==> src/rtl/dsp_pkg.sv <==
`default_nettype none
// ============================================================================
//  Module      : dsp_pkg
//  Description : Constants shared by fir_filt and its coefficient loader:
//                default widths, loader state encoding and error codes.
//  Revision    : 1.0  initial release
// ============================================================================
package dsp_pkg;

  // Default datapath sizing, shared with fir_filt
  localparam int c_coef_width  = 24;
  localparam int c_coef_count  = 16;
  localparam int c_max_shift   = 32;
  localparam int c_ack_timeout = 15;

  // Loader state encoding
  localparam int c_state_w = 4;

  typedef enum logic [c_state_w-1:0] {
    ST_IDLE      = 4'd0,
    ST_FETCH     = 4'd1,
    ST_WRITE     = 4'd2,
    ST_ACK       = 4'd3,
    ST_READ      = 4'd4,
    ST_CHECK     = 4'd5,
    ST_SHIFT     = 4'd6,
    ST_SHIFT_ACK = 4'd7,
    ST_FLUSH     = 4'd8,
    ST_ERR       = 4'd9
  } loader_state_e;

  // err_code values
  localparam logic [1:0] c_err_none     = 2'd0;
  localparam logic [1:0] c_err_coef_to  = 2'd1;
  localparam logic [1:0] c_err_readback = 2'd2;
  localparam logic [1:0] c_err_shift_to = 2'd3;

endpackage : dsp_pkg
`default_nettype wire

==> src/rtl/fir_coef_loader_ack_timer.sv <==
`default_nettype none
// ============================================================================
//  Module      : ack_timer
//  Description : Handshake watchdog. Counts enabled cycles after a clear and
//                flags expiry on the TIMEOUT-th enabled cycle.
//  Revision    : 1.0  initial release
//
//  Ports
//    clk      in   system clock
//    rst_n    in   async active-low reset
//    clear    in   restart the count at zero
//    enable   in   count this cycle (saturates once expired)
//    expired  out  high during the TIMEOUT-th enabled cycle since clear
// ============================================================================
module ack_timer #(
  parameter  int TIMEOUT = 15,
  localparam int CNT_W   = $clog2(TIMEOUT + 1)
) (
  input  logic clk,
  input  logic rst_n,
  input  logic clear,
  input  logic enable,
  output logic expired
);

  logic [CNT_W-1:0] count_q;
  logic [CNT_W-1:0] count_d;

  // count_q holds the number of enabled cycles already completed, so the
  // cycle in which it reads TIMEOUT-1 is the last one allowed.
  assign expired = (count_q == CNT_W'(TIMEOUT - 1));

  always_comb begin
    count_d = count_q;
    if (clear) begin
      count_d = '0;
    end else if (enable && !expired) begin
      count_d = count_q + CNT_W'(1);
    end
  end

  always_ff @(posedge clk or negedge rst_n) begin
    if (!rst_n) begin
      count_q <= '0;
    end else begin
      count_q <= count_d;
    end
  end

endmodule : ack_timer
`default_nettype wire

==> src/rtl/fir_coef_loader.sv <==
`default_nettype none
// ============================================================================
//  Module      : fir_coef_loader
//  Description : Programs a fir_filt instance: pulls COEF_COUNT words from a
//                valid/ready source, writes each to addr 0..COEF_COUNT-1,
//                reads it back for verification, programs the result shift
//                and finally flushes the filter.
//  Revision    : 1.0  initial release
//
//  Ports
//    start / shift_val           host command; shift_val sampled on accepted start
//    src_valid/src_data/src_ready coefficient source, addr 0 first
//    addr, coef, coef_ready      write port to fir_filt (1-cycle strobe)
//    coef_done, coef_r           write ack and registered readback from fir_filt
//    result_shift_ready/_i/_done result-shift programming handshake
//    flush                       1-cycle filter flush at end of sequence
//    busy, done, error           status; error sticky until next start
//    err_code, err_addr          cause and address of the last error
// ============================================================================
module fir_coef_loader
  import dsp_pkg::*;
#(
  parameter  int COEF_WIDTH  = c_coef_width,
  parameter  int COEF_COUNT  = c_coef_count,
  parameter  int MAX_SHIFT   = c_max_shift,
  parameter  int ACK_TIMEOUT = c_ack_timeout,
  localparam int COEF_ID_W   = $clog2(COEF_COUNT),
  localparam int MAX_SHIFT_W = $clog2(MAX_SHIFT)
) (
  input  logic                   clk,
  input  logic                   rst_n,
  input  logic                   start,
  input  logic [MAX_SHIFT_W-1:0] shift_val,
  input  logic                   src_valid,
  input  logic [COEF_WIDTH-1:0]  src_data,
  output logic                   src_ready,
  output logic [COEF_ID_W-1:0]   addr,
  output logic [COEF_WIDTH-1:0]  coef,
  output logic                   coef_ready,
  input  logic                   coef_done,
  input  logic [COEF_WIDTH-1:0]  coef_r,
  output logic                   result_shift_ready,
  output logic [MAX_SHIFT_W-1:0] result_shift_i,
  input  logic                   result_shift_done,
  output logic                   flush,
  output logic                   busy,
  output logic                   done,
  output logic                   error,
  output logic [1:0]             err_code,
  output logic [COEF_ID_W-1:0]   err_addr
);

  localparam logic [COEF_ID_W-1:0] c_last_addr = COEF_ID_W'(COEF_COUNT - 1);

  loader_state_e          state_q,    state_d;
  logic [COEF_ID_W-1:0]   addr_q,     addr_d;
  logic [COEF_WIDTH-1:0]  coef_q,     coef_d;
  logic [MAX_SHIFT_W-1:0] shift_q,    shift_d;
  logic                   error_q,    error_d;
  logic [1:0]             err_code_q, err_code_d;
  logic [COEF_ID_W-1:0]   err_addr_q, err_addr_d;

  logic tmr_clear;
  logic tmr_enable;
  logic tmr_expired;

  // One watchdog serves both handshakes; it is cleared in the strobe state
  // (WRITE / SHIFT) that immediately precedes each wait state.
  ack_timer #(
    .TIMEOUT (ACK_TIMEOUT)
  ) u_ack_timer (
    .clk     (clk),
    .rst_n   (rst_n),
    .clear   (tmr_clear),
    .enable  (tmr_enable),
    .expired (tmr_expired)
  );

  // --------------------------------------------------------------------------
  // Next-state logic
  // --------------------------------------------------------------------------
  always_comb begin
    state_d    = state_q;
    addr_d     = addr_q;
    coef_d     = coef_q;
    shift_d    = shift_q;
    error_d    = error_q;
    err_code_d = err_code_q;
    err_addr_d = err_addr_q;
    tmr_clear  = 1'b0;
    tmr_enable = 1'b0;

    case (state_q)
      ST_IDLE: begin
        if (start) begin
          shift_d    = shift_val;
          error_d    = 1'b0;
          err_code_d = c_err_none;
          err_addr_d = '0;
          addr_d     = '0;
          state_d    = ST_FETCH;
        end
      end

      ST_FETCH: begin
        if (src_valid) begin
          coef_d  = src_data;
          state_d = ST_WRITE;
        end
      end

      ST_WRITE: begin
        tmr_clear = 1'b1;
        state_d   = ST_ACK;
      end

      ST_ACK: begin
        tmr_enable = 1'b1;
        // An ack arriving in the expiry cycle still counts as on time.
        if (coef_done) begin
          state_d = ST_READ;
        end else if (tmr_expired) begin
          error_d    = 1'b1;
          err_code_d = c_err_coef_to;
          err_addr_d = addr_q;
          state_d    = ST_ERR;
        end
      end

      ST_READ: begin
        state_d = ST_CHECK;
      end

      ST_CHECK: begin
        if (coef_r != coef_q) begin
          error_d    = 1'b1;
          err_code_d = c_err_readback;
          err_addr_d = addr_q;
          state_d    = ST_ERR;
        end else if (addr_q == c_last_addr) begin
          state_d = ST_SHIFT;
        end else begin
          addr_d  = addr_q + COEF_ID_W'(1);
          state_d = ST_FETCH;
        end
      end

      ST_SHIFT: begin
        tmr_clear = 1'b1;
        state_d   = ST_SHIFT_ACK;
      end

      ST_SHIFT_ACK: begin
        tmr_enable = 1'b1;
        if (result_shift_done) begin
          state_d = ST_FLUSH;
        end else if (tmr_expired) begin
          error_d    = 1'b1;
          err_code_d = c_err_shift_to;
          err_addr_d = addr_q;
          state_d    = ST_ERR;
        end
      end

      ST_FLUSH: begin
        state_d = ST_IDLE;
      end

      ST_ERR: begin
        state_d = ST_IDLE;
      end

      default: begin
        state_d = ST_IDLE;
      end
    endcase
  end

  // --------------------------------------------------------------------------
  // State register
  // --------------------------------------------------------------------------
  always_ff @(posedge clk or negedge rst_n) begin
    if (!rst_n) begin
      state_q    <= ST_IDLE;
      addr_q     <= '0;
      coef_q     <= '0;
      shift_q    <= '0;
      error_q    <= 1'b0;
      err_code_q <= c_err_none;
      err_addr_q <= '0;
    end else begin
      state_q    <= state_d;
      addr_q     <= addr_d;
      coef_q     <= coef_d;
      shift_q    <= shift_d;
      error_q    <= error_d;
      err_code_q <= err_code_d;
      err_addr_q <= err_addr_d;
    end
  end

  // --------------------------------------------------------------------------
  // Outputs: strobes are pure state decodes, so each one lasts exactly one
  // state and they can never overlap or repeat back to back.
  // --------------------------------------------------------------------------
  assign src_ready          = (state_q == ST_FETCH);
  assign coef_ready         = (state_q == ST_WRITE);
  assign result_shift_ready = (state_q == ST_SHIFT);
  assign flush              = (state_q == ST_FLUSH);
  assign done               = (state_q == ST_FLUSH);
  assign busy               = (state_q != ST_IDLE);
  assign addr               = addr_q;
  assign coef               = coef_q;
  assign result_shift_i     = shift_q;
  assign error              = error_q;
  assign err_code           = err_code_q;
  assign err_addr           = err_addr_q;

endmodule : fir_coef_loader
`default_nettype wire

==> config.mk <==
export PLATFORM = sky130hd
export DESIGN_NAME = fir_coef_loader
export DESIGN_NICKNAME = d
export VERILOG_FILES = /design/src/rtl/dsp_pkg.sv /design/src/rtl/fir_coef_loader_ack_timer.sv /design/src/rtl/fir_coef_loader.sv
export SDC_FILE = /design/constraint.sdc
export NUM_CORES = 1
export LEC_CHECK = 0
export ABC_AREA = 1
export CAP_MARGIN = 20
export CORE_MARGIN = 2
export CORE_UTILIZATION = 25
export DETAILED_ROUTE_END_ITERATION = 10
export HOLD_SLACK_MARGIN = 0.08
export SETUP_SLACK_MARGIN = 0.05
export SLEW_MARGIN = 20
export SYNTH_ARGS = -nofsm -noshare
export SYNTH_HDL_FRONTEND = slang
export SYNTH_SLANG_ARGS = --single-unit
==> constraint.sdc <==
create_clock -name clk -period 2 [get_ports clk]
set_clock_uncertainty 0.2 [all_clocks]
set_input_delay 0.4 -clock clk [delete_from_list [all_inputs] [get_ports clk]]
set_output_delay 0.4 -clock clk [all_outputs]
set_load 0.005 [all_outputs]
==> results.md, run 1 <==
* WS Path Type: register to output port
* Period utilisation layout at 0.961
* Levels on crit path at 7
* Yosys Warn Count at 0
* Final Util at 0.403
* TritonCTS clock tree: built
* Area after DPL at 3960 um^2
* Remaining Overflow, GRT at 0
* GRT Total Usage at 0.121
* Die width at 108 um
* RSZ-0062 raised after global routing: true
* Drt first pass iters at 4
* Synth area leaders: dfrtp_1 (45%), nand2_1 (12%), mux2_4 (6.7%)
* Initial Utilization at 0.259
* Clock-pin slew on the worst setup and hold paths at 0.08 ns
* Area share of the largest cell type after synthesis at 0.447
* Clk buf depth at 2
* CTS Buf Count at 5
* Final wirelength at 6950 um
* Power Density at 1250 nW/um^2
* Core box area at 10400 um^2
* Ports at 105
* Crit path largest cell delay at 0.42 ns
* DP HPWL at 5320 um
* Die area at 11600 um^2
* Final setup TNS at 0 ns
* WP buf/inv at 4
* Largest delay share family, worst path: flip-flops
* Vias in the first global route at 2380
* VDD IR max at 0.562 mV
* Worst EP arrival at 1.32 ns
* I/O Buffers at 104
* Max-slew headroom at 0.745
* Hold/Removal Path Class: register to register
* Hold Slack at 0.277 ns
* Worst r2r src: state_q[0]$_DFFE_PN0P_
* First-pass GRT wire length at 11100 um
* Hold path start: err_code[0]$_DFFE_PN0P_
* Core Rows at 37
* CP max stage cell: dfrtp_1
* Placed insts at 559
* Vias at 2421
* Crit path cell chain: buf_6 -> nor2_4 -> inv_2 -> nor2_4 -> inv_2 -> nor2_1 -> buf_2
* MaxCap Viol Count at 0
* Highest Clock Rate at 0.521 GHz
* Placer congestion estimate at 0.761
* Place WS at -0.346 ns
* CTS root buffer: clkbuf_8
* Fin crit period at 1.92 ns
* Antenna diode count at 0
* Critical Path Start: state_q[3]$_DFFE_PN0P_
* Mapped Area at 2690 um^2
* DR vias/cell at 4.23
* Fin nets at 499
* Fin. max-slew vios at 0
* Clock insertion delay at the later pin of the skew report at 0.30 ns
* Yosys cell types at 33
* Area growth, synth to finish at 55.6%
* Final setup vio count at 0
* Leak pwr at 2.01 nW
* DR iter-0 viols at 59
* Pin count of the biggest net entering global routing at 35
* Mapped Cells at 313
* Register area share after synthesis at 0.447
* CP Launch Type: register
* Final hold vios at 0
* Clock sinks at 48
* Yosys top cell by area: dfrtp_1
* Worst r2r path cells at 8
* Post-synth net total at 375
* Die Y at 108 um
* Outcome: finished clean
* WL/cell at 12.1 um
* Critical path required time at 1.40 ns
* Synthesized flop and latch total at 48
* DRC at 0
* Worst-Margin Slew at 0.382 ns
* Final worst slack at 0.0789 ns
* Total power at 5.22 mW
* Avg Cell Area, Syn at 8.59 um^2
* Antenna violation net count after detailed routing at 0
* Crit path max fanout at 3
* CP Capture Type: output port
* CTS H-tree depth at 2
* Initial antenna violation count at 0
* Layout cells sized above 1 at 0.213
* Final instance area at 4180 um^2
* Finished Layout Cells at 573
* Cells on Worst Hold Path at 2
## Yosys cell counts, drive strengths merged
cell	number
mux2	20
nand2	90
inv	41
a21oi	11
nand3	11
o21ai	12
nor2	41
nor3b	1
xor2	9
or2	2
xnor2	7
nor3	3
buf	4
dfrtp	48
ha	3
clkbuf	1
nand4	9
## cell families after synthesis
| logic type | count (synthesis) | share of synthesized area |
|---|---|---|
| AO/OA/AOI/OAI | 23 | 0.0442 |
| XOR/XNOR | 16 | 0.0521 |
| adder cells (fa/ha/maj) | 3 | 0.0140 |
| buffers and inverters | 46 | 0.0726 |
| flip-flops | 48 | 0.447 |
| multiplexers | 20 | 0.101 |
| AND/OR/NAND/NOR | 157 | 0.270 |
## metal layers
metal,track usage,wire length (um),share of wire
met1,0.154,3070,0.44
met2,0.200,3380,0.49
met5,0,0,0
met3,0.0315,416,0.060
met4,0.0357,89,0.013
## where the power goes
part	switching [mW]	leakage, nW	internal [mW]
Sequential	0.336	0.583	1.36
Combinational	1.25	1.38	1.65
Clock	0.316	0.0503	0.309
Total	1.90	2.01	3.32
## area by class of cell
cell class                 count  area, um^2
multi-input combinational    219        1370
sequential                    48        1210
inverter                      41         156
tap                          136         170
clock buffer                   7        96.3
fill                        1084        6190
timing repair buffer         122        1180
## worst paths after layout
| kind | to | slack [ns] |
|---|---|---|
| setup / recovery | result_shift_ready | 0.08 |
| hold / removal | err_code[0]$_DFFE_PN0P_ | 0.28 |
| setup reg to reg | coef[19]$_DFFE_PN0P_ | 0.16 |
| hold reg to reg | err_code[0]$_DFFE_PN0P_ | 0.28 |
| max in group asynchronous | state_q[2]$_DFFE_PN0P_ | 0.70 |
| min in group asynchronous | coef[9]$_DFFE_PN0P_ | 0.36 |
## cells in the final DEF, fill, tap and decap left out, types with 11 or more instances in the layout
cell,Yosys,layout
nor2_1,38,35
buf_4,1,14
a21oi_1,11,11
mux2_4,12,12
clkdlybuf4s50_1,0,93
inv_1,33,31
dfrtp_1,48,44
nand2_1,84,77
## what timing repair did
action | in CTS | in global routing
resized for setup | 19 | 32
hold buffers | 1 | 0
setup buffers | 3 | 3
pin swaps | 2 | 17
hold endpoints to repair | 14 | 0
endpoints found under the setup margin | 18 | 25
## registers in the layout, indices dropped and copies added, names as in the netlist
signal               count
error                    1
coef                    24
err_code                 2
state_q                  4
addr                     4
u_ack_timer.count_q      4
result_shift_i           5
err_addr                 4
## worst register-to-register path, cell delays in order, from the launching register on
cell	delay (ns)
dfrtp_1	0.43
inv_2	0.06
buf_4	0.15
nor3_4	0.17
buf_4	0.16
nand2_4	0.19
buf_12	0.24
nor2_1	0.09
a21oi_1	0.05
Power figures use the tool's default switching activity.
==> run 2: changes to the inputs <==
--- a/config.mk
+++ b/config.mk
@@ -6,9 +6,9 @@
 export NUM_CORES = 1
 export LEC_CHECK = 0
 export ABC_AREA = 1
-export CAP_MARGIN = 20
 export CORE_MARGIN = 2
 export CORE_UTILIZATION = 25
+export CTS_BUF_LIST = sky130_fd_sc_hd__clkbuf_8 sky130_fd_sc_hd__clkbuf_16
 export DETAILED_ROUTE_END_ITERATION = 10
 export HOLD_SLACK_MARGIN = 0.08
 export SETUP_SLACK_MARGIN = 0.05
==> results of run 2 <==
The final DEF is identical to that of run 1; final timing and power are the same.
